### src/rtl/alu_pkg.sv
// Shared definitions for the multicycle ALU: opcodes (also used by the
// processor controller), FSM state encoding and the default datapath width.
package alu_pkg;

    localparam int ALU_WIDTH = 16;

    localparam logic [2:0] OP_ADD = 3'b000;
    localparam logic [2:0] OP_SUB = 3'b001;
    localparam logic [2:0] OP_MUL = 3'b010;
    localparam logic [2:0] OP_DIV = 3'b011;

    typedef enum logic [1:0] {
        ST_IDLE  = 2'd0,
        ST_ITER  = 2'd1,
        ST_FIXUP = 2'd2
    } alu_state_t;

endpackage

### src/rtl/multicycle_alu_if.sv
// Request/response bundle between the processor controller and the ALU.
// Handshake: start is a one-cycle request, honoured only while the ALU is idle
// (busy=0); op/a/b are sampled on that edge only. done is a level that marks
// result as valid and stays high until the next accepted start. A start seen
// while busy=1 is dropped. Optional macro: ALU_DIVZERO_EN adds div_zero.
interface multicycle_alu_if #(
    parameter int WIDTH = 16
);
    logic             start;
    logic [2:0]       op;
    logic [WIDTH-1:0] a;
    logic [WIDTH-1:0] b;
    logic [WIDTH-1:0] result;
    logic             done;
    logic             busy;
`ifdef ALU_DIVZERO_EN
    logic             div_zero;
`endif

`ifdef ALU_DIVZERO_EN
    modport master (output start, op, a, b, input result, done, busy, div_zero);
    modport slave  (input start, op, a, b, output result, done, busy, div_zero);
`else
    modport master (output start, op, a, b, input result, done, busy);
    modport slave  (input start, op, a, b, output result, done, busy);
`endif

endinterface

### src/rtl/seq_muldiv_core.sv
// Iterative unsigned magnitude datapath: MSB-first shift-add multiply and
// restoring shift-subtract divide, one bit per enabled cycle.
module seq_muldiv_core #(
    parameter int WIDTH = 16
) (
    input  logic             clk,
    input  logic             rst,
    input  logic             load,
    input  logic             is_div,
    input  logic             step,
    input  logic [WIDTH-1:0] mag_a,
    input  logic [WIDTH-1:0] mag_b,
    output logic [WIDTH-1:0] value,
    output logic             last
);
    localparam int CW = $clog2(WIDTH) + 1;

    // MUL: truncated partial product. DIV: partial remainder.
    logic [WIDTH-1:0] acc;
    // MUL: multiplier bits consumed MSB-first. DIV: dividend shifting out, quotient shifting in.
    logic [WIDTH-1:0] shreg;
    // MUL: multiplicand. DIV: divisor.
    logic [WIDTH-1:0] opnd;
    logic [CW-1:0]    count;
    logic             div_mode;
    logic [WIDTH:0]   rem_sh;

    assign rem_sh = {acc, shreg[WIDTH-1]};
    assign value  = div_mode ? shreg : acc;
    assign last   = step && (count == CW'(WIDTH - 1));

    // Load operands on an accepted MUL/DIV, then perform one step per enabled cycle.
    always_ff @(posedge clk or posedge rst) begin
        if (rst) begin
            acc      <= '0;
            shreg    <= '0;
            opnd     <= '0;
            count    <= '0;
            div_mode <= 1'b0;
        end else if (load) begin
            div_mode <= is_div;
            opnd     <= is_div ? mag_b : mag_a;
            shreg    <= is_div ? mag_a : mag_b;
            acc      <= '0;
            count    <= '0;
        end else if (step) begin
            count <= count + CW'(1);
            if (div_mode) begin
                // The remainder always stays below the divisor, so the low WIDTH bits suffice.
                if (rem_sh >= {1'b0, opnd}) begin
                    acc   <= rem_sh[WIDTH-1:0] - opnd;
                    shreg <= {shreg[WIDTH-2:0], 1'b1};
                end else begin
                    acc   <= rem_sh[WIDTH-1:0];
                    shreg <= {shreg[WIDTH-2:0], 1'b0};
                end
            end else begin
                acc   <= {acc[WIDTH-2:0], 1'b0} + (opnd & {WIDTH{shreg[WIDTH-1]}});
                shreg <= {shreg[WIDTH-2:0], 1'b0};
            end
        end
    end

endmodule

### src/rtl/multicycle_alu.sv
// Execution unit behind the processor controller. ADD/SUB (and reserved
// opcodes, treated as ADD) finish in one cycle; MUL/DIV iterate WIDTH steps
// on magnitudes, then a FIXUP cycle applies the sign. Optional macro:
// ALU_DIVZERO_EN adds the div_zero flag and saturating divide-by-zero results.
module multicycle_alu
    import alu_pkg::*;
#(
    parameter int WIDTH = ALU_WIDTH
) (
    input  logic             clk,
    input  logic             rst,
    multicycle_alu_if.slave  bus,
    output alu_state_t       state
);
    localparam logic [WIDTH-1:0] ONE = WIDTH'(1);

    logic [WIDTH-1:0] result_r;
    logic             done_r;
    logic             busy_r;
    logic             neg_r;
    logic             dz_r;
`ifdef ALU_DIVZERO_EN
    logic             a_neg_r;
    logic             div_zero_r;
`endif

    logic             is_muldiv;
    logic             core_load;
    logic             core_step;
    logic             core_last;
    logic [WIDTH-1:0] core_value;
    logic [WIDTH-1:0] mag_a;
    logic [WIDTH-1:0] mag_b;
    logic [WIDTH-1:0] fixed;

    assign is_muldiv = (bus.op == OP_MUL) || (bus.op == OP_DIV);
    assign core_load = (state == ST_IDLE) && bus.start && is_muldiv;
    assign core_step = (state == ST_ITER);
    assign mag_a     = bus.a[WIDTH-1] ? (~bus.a + ONE) : bus.a;
    assign mag_b     = bus.b[WIDTH-1] ? (~bus.b + ONE) : bus.b;

    assign bus.result = result_r;
    assign bus.done   = done_r;
    assign bus.busy   = busy_r;
`ifdef ALU_DIVZERO_EN
    assign bus.div_zero = div_zero_r;
`endif

    seq_muldiv_core #(
        .WIDTH (WIDTH)
    ) u_core (
        .clk    (clk),
        .rst    (rst),
        .load   (core_load),
        .is_div (bus.op == OP_DIV),
        .step   (core_step),
        .mag_a  (mag_a),
        .mag_b  (mag_b),
        .value  (core_value),
        .last   (core_last)
    );

    // Sign fixup of the magnitude result, with the divide-by-zero override.
    always_comb begin
        fixed = neg_r ? (~core_value + ONE) : core_value;
        if (dz_r) begin
`ifdef ALU_DIVZERO_EN
            fixed = a_neg_r ? {1'b1, {(WIDTH-1){1'b0}}} : {1'b0, {(WIDTH-1){1'b1}}};
`else
            fixed = '1;
`endif
        end
    end

    // Control FSM with registered result/done/busy; start is ignored outside IDLE.
    always_ff @(posedge clk or posedge rst) begin
        if (rst) begin
            state    <= ST_IDLE;
            result_r <= '0;
            done_r   <= 1'b0;
            busy_r   <= 1'b0;
            neg_r    <= 1'b0;
            dz_r     <= 1'b0;
`ifdef ALU_DIVZERO_EN
            a_neg_r    <= 1'b0;
            div_zero_r <= 1'b0;
`endif
        end else begin
            case (state)
                ST_IDLE: begin
                    if (bus.start) begin
`ifdef ALU_DIVZERO_EN
                        div_zero_r <= 1'b0;
                        a_neg_r    <= bus.a[WIDTH-1];
`endif
                        if (is_muldiv) begin
                            neg_r  <= bus.a[WIDTH-1] ^ bus.b[WIDTH-1];
                            dz_r   <= (bus.op == OP_DIV) && (bus.b == '0);
                            done_r <= 1'b0;
                            busy_r <= 1'b1;
                            state  <= ST_ITER;
                        end else begin
                            result_r <= (bus.op == OP_SUB) ? (bus.a - bus.b) : (bus.a + bus.b);
                            done_r   <= 1'b1;
                        end
                    end
                end
                ST_ITER: begin
                    if (core_last) begin
                        state <= ST_FIXUP;
                    end
                end
                ST_FIXUP: begin
                    result_r <= fixed;
                    done_r   <= 1'b1;
                    busy_r   <= 1'b0;
`ifdef ALU_DIVZERO_EN
                    div_zero_r <= dz_r;
`endif
                    state    <= ST_IDLE;
                end
                default: begin
                    state <= ST_IDLE;
                end
            endcase
        end
    end

endmodule
### src/flat_wrapper.sv
// flat-port wrapper written by rule: the top's interface ports become plain ports
module multicycle_alu_flat import alu_pkg::*;
#(
    parameter int WIDTH = ALU_WIDTH
)
  (clk, rst, state, bus_start, bus_op, bus_a, bus_b, bus_result, bus_done, bus_busy);
  multicycle_alu_if #(.WIDTH(WIDTH)) bus_i ();
  input  logic clk;
  input  logic rst;
  output alu_state_t state;
  input wire logic [$bits(bus_i.start)-1:0] bus_start;
  input wire logic [$bits(bus_i.op)-1:0] bus_op;
  input wire logic [$bits(bus_i.a)-1:0] bus_a;
  input wire logic [$bits(bus_i.b)-1:0] bus_b;
  output wire logic [$bits(bus_i.result)-1:0] bus_result;
  output wire logic [$bits(bus_i.done)-1:0] bus_done;
  output wire logic [$bits(bus_i.busy)-1:0] bus_busy;
  assign bus_i.start = bus_start;
  assign bus_i.op = bus_op;
  assign bus_i.a = bus_a;
  assign bus_i.b = bus_b;
  assign bus_result = bus_i.result;
  assign bus_done = bus_i.done;
  assign bus_busy = bus_i.busy;
  multicycle_alu #(.WIDTH(WIDTH)) u_core (.clk(clk), .rst(rst), .bus(bus_i), .state(state));
endmodule
### config.mk
export PLATFORM = sky130hd
export DESIGN_NAME = multicycle_alu_flat
export DESIGN_NICKNAME = d
export VERILOG_FILES = /design/src/rtl/alu_pkg.sv /design/src/rtl/multicycle_alu_if.sv /design/src/rtl/seq_muldiv_core.sv /design/src/rtl/multicycle_alu.sv /design/src/flat_wrapper.sv
export SDC_FILE = /design/constraint.sdc
export NUM_CORES = 1
export LEC_CHECK = 0
export CAP_MARGIN = 10
export CORE_ASPECT_RATIO = 1.5
export CORE_MARGIN = 10
export CORE_UTILIZATION = 65
export CTS_BUF_LIST = sky130_fd_sc_hd__clkbuf_16
export DETAILED_ROUTE_END_ITERATION = 16
export DONT_BUFFER_PORTS = 1
export GPL_ROUTABILITY_DRIVEN = 0
export HOLD_SLACK_MARGIN = 0.15
export PLACE_DENSITY = 0.83
export SYNTH_ARGS = -nofsm -noshare
export SYNTH_HDL_FRONTEND = slang
export SYNTH_SLANG_ARGS = --single-unit
### constraint.sdc
create_clock -name clk -period 5.59 [get_ports clk]
set_input_delay 1.3975 -clock clk [delete_from_list [all_inputs] [get_ports clk]]
set_output_delay 1.3975 -clock clk [all_outputs]
set_load 0.05 [all_outputs]
==> out/qor.csv <==
stage,metric,value,unit
status,status,"finished, final reports clean",
timing,crit path time final,4.428,ns
setup_path,crit-path cells,or3b_2 > o21ai_0 > xor2_1 > ha_1 > a21o_1 > a21oi_1 > a21oi_1 > o31ai_1 > buf_4 > o21ai_0 > a2111oi_0 > o41ai_1,
place,area post-placement,7427,um^2
timing,slew margin rel.,25.78,%
logic_synthesis,syn_area_per_cell,7.917,um^2
global_routing,global-route wire length before repair,35890,um
setup_path,Worst path max stage delay,0.60,ns
routing,Via Count,7063,
setup_path,Setup crit end kind,flip-flop,
global_routing,gr busiest metal,met2,
logic_synthesis,Cells after Synth,929,
logic_synthesis,"area leader, netlist",dfrtp_1,
global_routing,met3 Track Usage GR,6.162,%
routing,DR WL/cell,20.50,um
logic_synthesis,synthesized area,7355,um^2
clock_tree,hold_buf cts,0,
die,Core Area,11060,um^2
die,die width,106.9,um
setup_path,"Slowest-stage cell, CP",or3b_2,
global_routing,GR Util All Layers,27.46,%
job,# Max-Cap Violations,0,
timing,Post-Route Setup TNS,0,ns
clock_tree,clock slew at reported path FFs,0.07,ns
logic_synthesis,ys async rst share,100.0,%
global_routing,met2 Use GR,49.08,%
global_routing,largest net degree at the start of global routing,77,
logic_synthesis,Post-synth top flop,dfrtp_1,
timing,clk_skew,0.008332,ns
layout,post-route cell area,7751,um^2
clock_tree,Root Driver,clkbuf_16,
layout,"commonest non-fill, non-tap cell in the layout",nand2_1,
timing,RSZ-0062 raised after global routing,false,
die,Top Ports,58,
place,Detail Placement HPWL,16430,um
clock_tree,CTS Sinks,76,
setup_path,Critical Path AT,4.63,ns
logic_synthesis,#FFs+latches synth,76,
global_routing,total congestion overflow,0,
power_and_ir_drop,worst vdd ir,0.3884,mV
clock_tree,H-Tree Depth,3,
timing,actual slew at the worst max-slew pin,1.109,ns
layout,multi-input logic area,5137,um^2
timing,max-slew violations,0,
min_path,worst hold-check path type,flip-flop to flip-flop,
layout,Area Overhead vs Synth,5.393,%
clock_tree,Post-CTS Resized,0,
global_routing,vias in the first global route,7127,
layout,"commonest cells after routing, fill and taps aside","112 x nand2_1, 80 x o21ai_0, 80 x nor2_1",
global_routing,initial antenna violation count,0,
timing,final hold violation count,0,
setup_path,WP data required,5.79,ns
routing,first-pass iteration count of the detailed router,8,
setup_path,crit start category,primary input,
routing,via/cell ratio,6.695,
timing,fmax,225.8,MHz
routing,DR iter-0 viols,710,
layout,Fill cells,911,
setup_path,critical path class,primary input to flip-flop,
logic_synthesis,yosys warns,0,
logic_synthesis,sequential share of the synthesized area,25.86,%
place,# port buffers,0,
clock_tree,CTS tree,yes,
die,die area,16060,um^2
global_routing,met1 usage in global routing,28.43,%
power_and_ir_drop,Power Density,634.9,nW/um^2
logic_synthesis,share of the synthesized area in the top cell type,25.86,%
clock_tree,clock buffer count from CTS,9,
die,row count,47,
die,die height,150.3,um
clock_tree,Post-CTS Setup Bufs,0,
clock_tree,"Clk Latency, worst-skew pair",0.34,ns
layout,nets,996,
routing,Routed Wire Length,21620,um
timing,Final period util,79.21,%
layout,register area,1902,um^2
routing,remaining antenna violation count after routing,0,
power_and_ir_drop,Leakage,3.378,nW
logic_synthesis,Post-synth EDFFs,0,
logic_synthesis,syn nets,1022,
setup_path,CP Max Fanout,13,
timing,# setup viols final,0,
clock_tree,largest buffer count on any clock path,2,
die,Initial Utilization,66.52,%
logic_synthesis,Area contributors post-synth,"dfrtp_1 26%, ha_1 8.8%, xor2_1 6.1%, nand2_1 5.7%, o21ai_0 5.4%",
routing,Post-route DRC,0,
layout,number of antenna diodes,0,
layout,share of layout cells above drive strength 1,5.617,%
logic_synthesis,Synth cell types,71,
## critical path: cells and delay by family
| family | cells | cell delay [ns] |
|---|---|---|
| buffers and inverters | 1 | 0.17 |
| adder cells (fa/ha/maj) | 1 | 0.31 |
| AO/OA/AOI/OAI | 8 | 1.94 |
| XOR/XNOR | 1 | 0.19 |
| AND/OR/NAND/NOR | 1 | 0.60 |
## metal layers
layer  wire length (um)  share of wire (%)
met5                  0                  0
met4               1444                6.7
met3               1715                7.9
met2              10810                 50
met1               7657                 35
## metrics by stage
stage                     std cells  hold slack, ns  utilization, %  setup WS [ns]  total power (W)
after floorplan                 929          0.4498               -          1.181         0.003528
after global placement         1039          0.4651           67.18          1.138         0.004057
after detailed placement       1039          0.4793           67.18         0.9691         0.004179
after CTS                      1055          0.4929           70.11          1.301         0.004850
after global routing           1055          0.5128           70.11         0.9435         0.005293
final                          1055          0.4903           70.11          1.162         0.004921
## power by group
part | internal [W] | switching [W]
sequential | 0.000804 | 0.000541
combinational | 0.00122 | 0.00171
clock | 0.000394 | 0.000247
total | 0.00242 | 0.00250
## path summary, 6_finish.rpt
| kind | startpoint | to | slack [ns] | depth (start not counted) |
|---|---|---|---|---|
| worst max-delay path | bus_op[2] | u_core.bus.result[15]$_DFFE_PP0P_ | 1.16 | 12 |
| worst min-delay path | u_core.u_core.opnd[8]$_DFFE_PP0P_ | u_core.u_core.opnd[8]$_DFFE_PP0P_ | 0.49 | 2 |
| worst max register to register | u_core.u_core.shreg[15]$_DFFE_PP0P_ | u_core.u_core.acc[14]$_DFFE_PP0P_ | 2.13 | 11 |
| worst min register to register | u_core.u_core.opnd[8]$_DFFE_PP0P_ | u_core.u_core.opnd[8]$_DFFE_PP0P_ | 0.49 | 2 |
| max in group asynchronous | rst | u_core.state[0]$_DFFE_PP0P_ | 3.70 | 2 |
| min in group asynchronous | rst | u_core.u_core.acc[2]$_DFFE_PP0P_ | 1.23 | 2 |
## flip-flops by register name (all words and copies together) (netlist names), 2 cells and up
register             flops
u_core.u_core.shreg     16
u_core.state             2
u_core.bus.result       16
u_core.u_core.acc       16
u_core.u_core.count      5
u_core.u_core.opnd      16
## kinds of logic (layout without fill, tap and decap cells)
logic type                 count (synthesis)  in the layout  share of synthesized area [%]
muxes                                     36             36                          4.951
xor gates and xnor gates                  91             91                          10.84
buffers and inverters                     82             61                          4.440
DFF                                       76             76                          25.86
adders and majority gates                 55             55                          9.663
and+or+nand+nor                          314            314                          20.45
AOI/OAI and AO/OA                        275            275                          23.80
## cells in the mapped netlist (3+ instances only)
library cell / number
nand2b_1: 15
a211oi_1: 11
dfrtp_1: 76
nor4_1: 7
o21a_1: 6
a31oi_1: 17
nor3_1: 19
a21oi_1: 60
nand4_1: 4
nand3_1: 19
o211ai_1: 6
mux2_2: 3
nor2b_1: 12
buf_2: 3
a22oi_1: 13
or3_1: 9
xnor2_1: 40
o22ai_1: 14
o21ai_0: 80
nor2_1: 80
o31ai_1: 12
a21o_1: 9
clkbuf_1: 34
and2_1: 6
o21ai_1: 4
xor2_1: 51
o221ai_1: 7
or2_2: 9
o31a_1: 4
ha_1: 52
nor3b_1: 7
buf_1: 6
o41ai_1: 5
inv_1: 36
mux2i_1: 33
fa_1: 3
nand2_1: 112
## final cells by class
class | instances | share of cell area, %
Clock inverter | 7 | 1.275
Timing Repair Buffer | 9 | 0.8717
Inverter | 36 | 1.759
Clock buffer | 9 | 2.906
Tap cell | 147 | 2.373
Sequential cell | 76 | 24.54
Multi-Input combinational cell | 771 | 66.28
No activity file was read; power rests on OpenSTA's default activity.
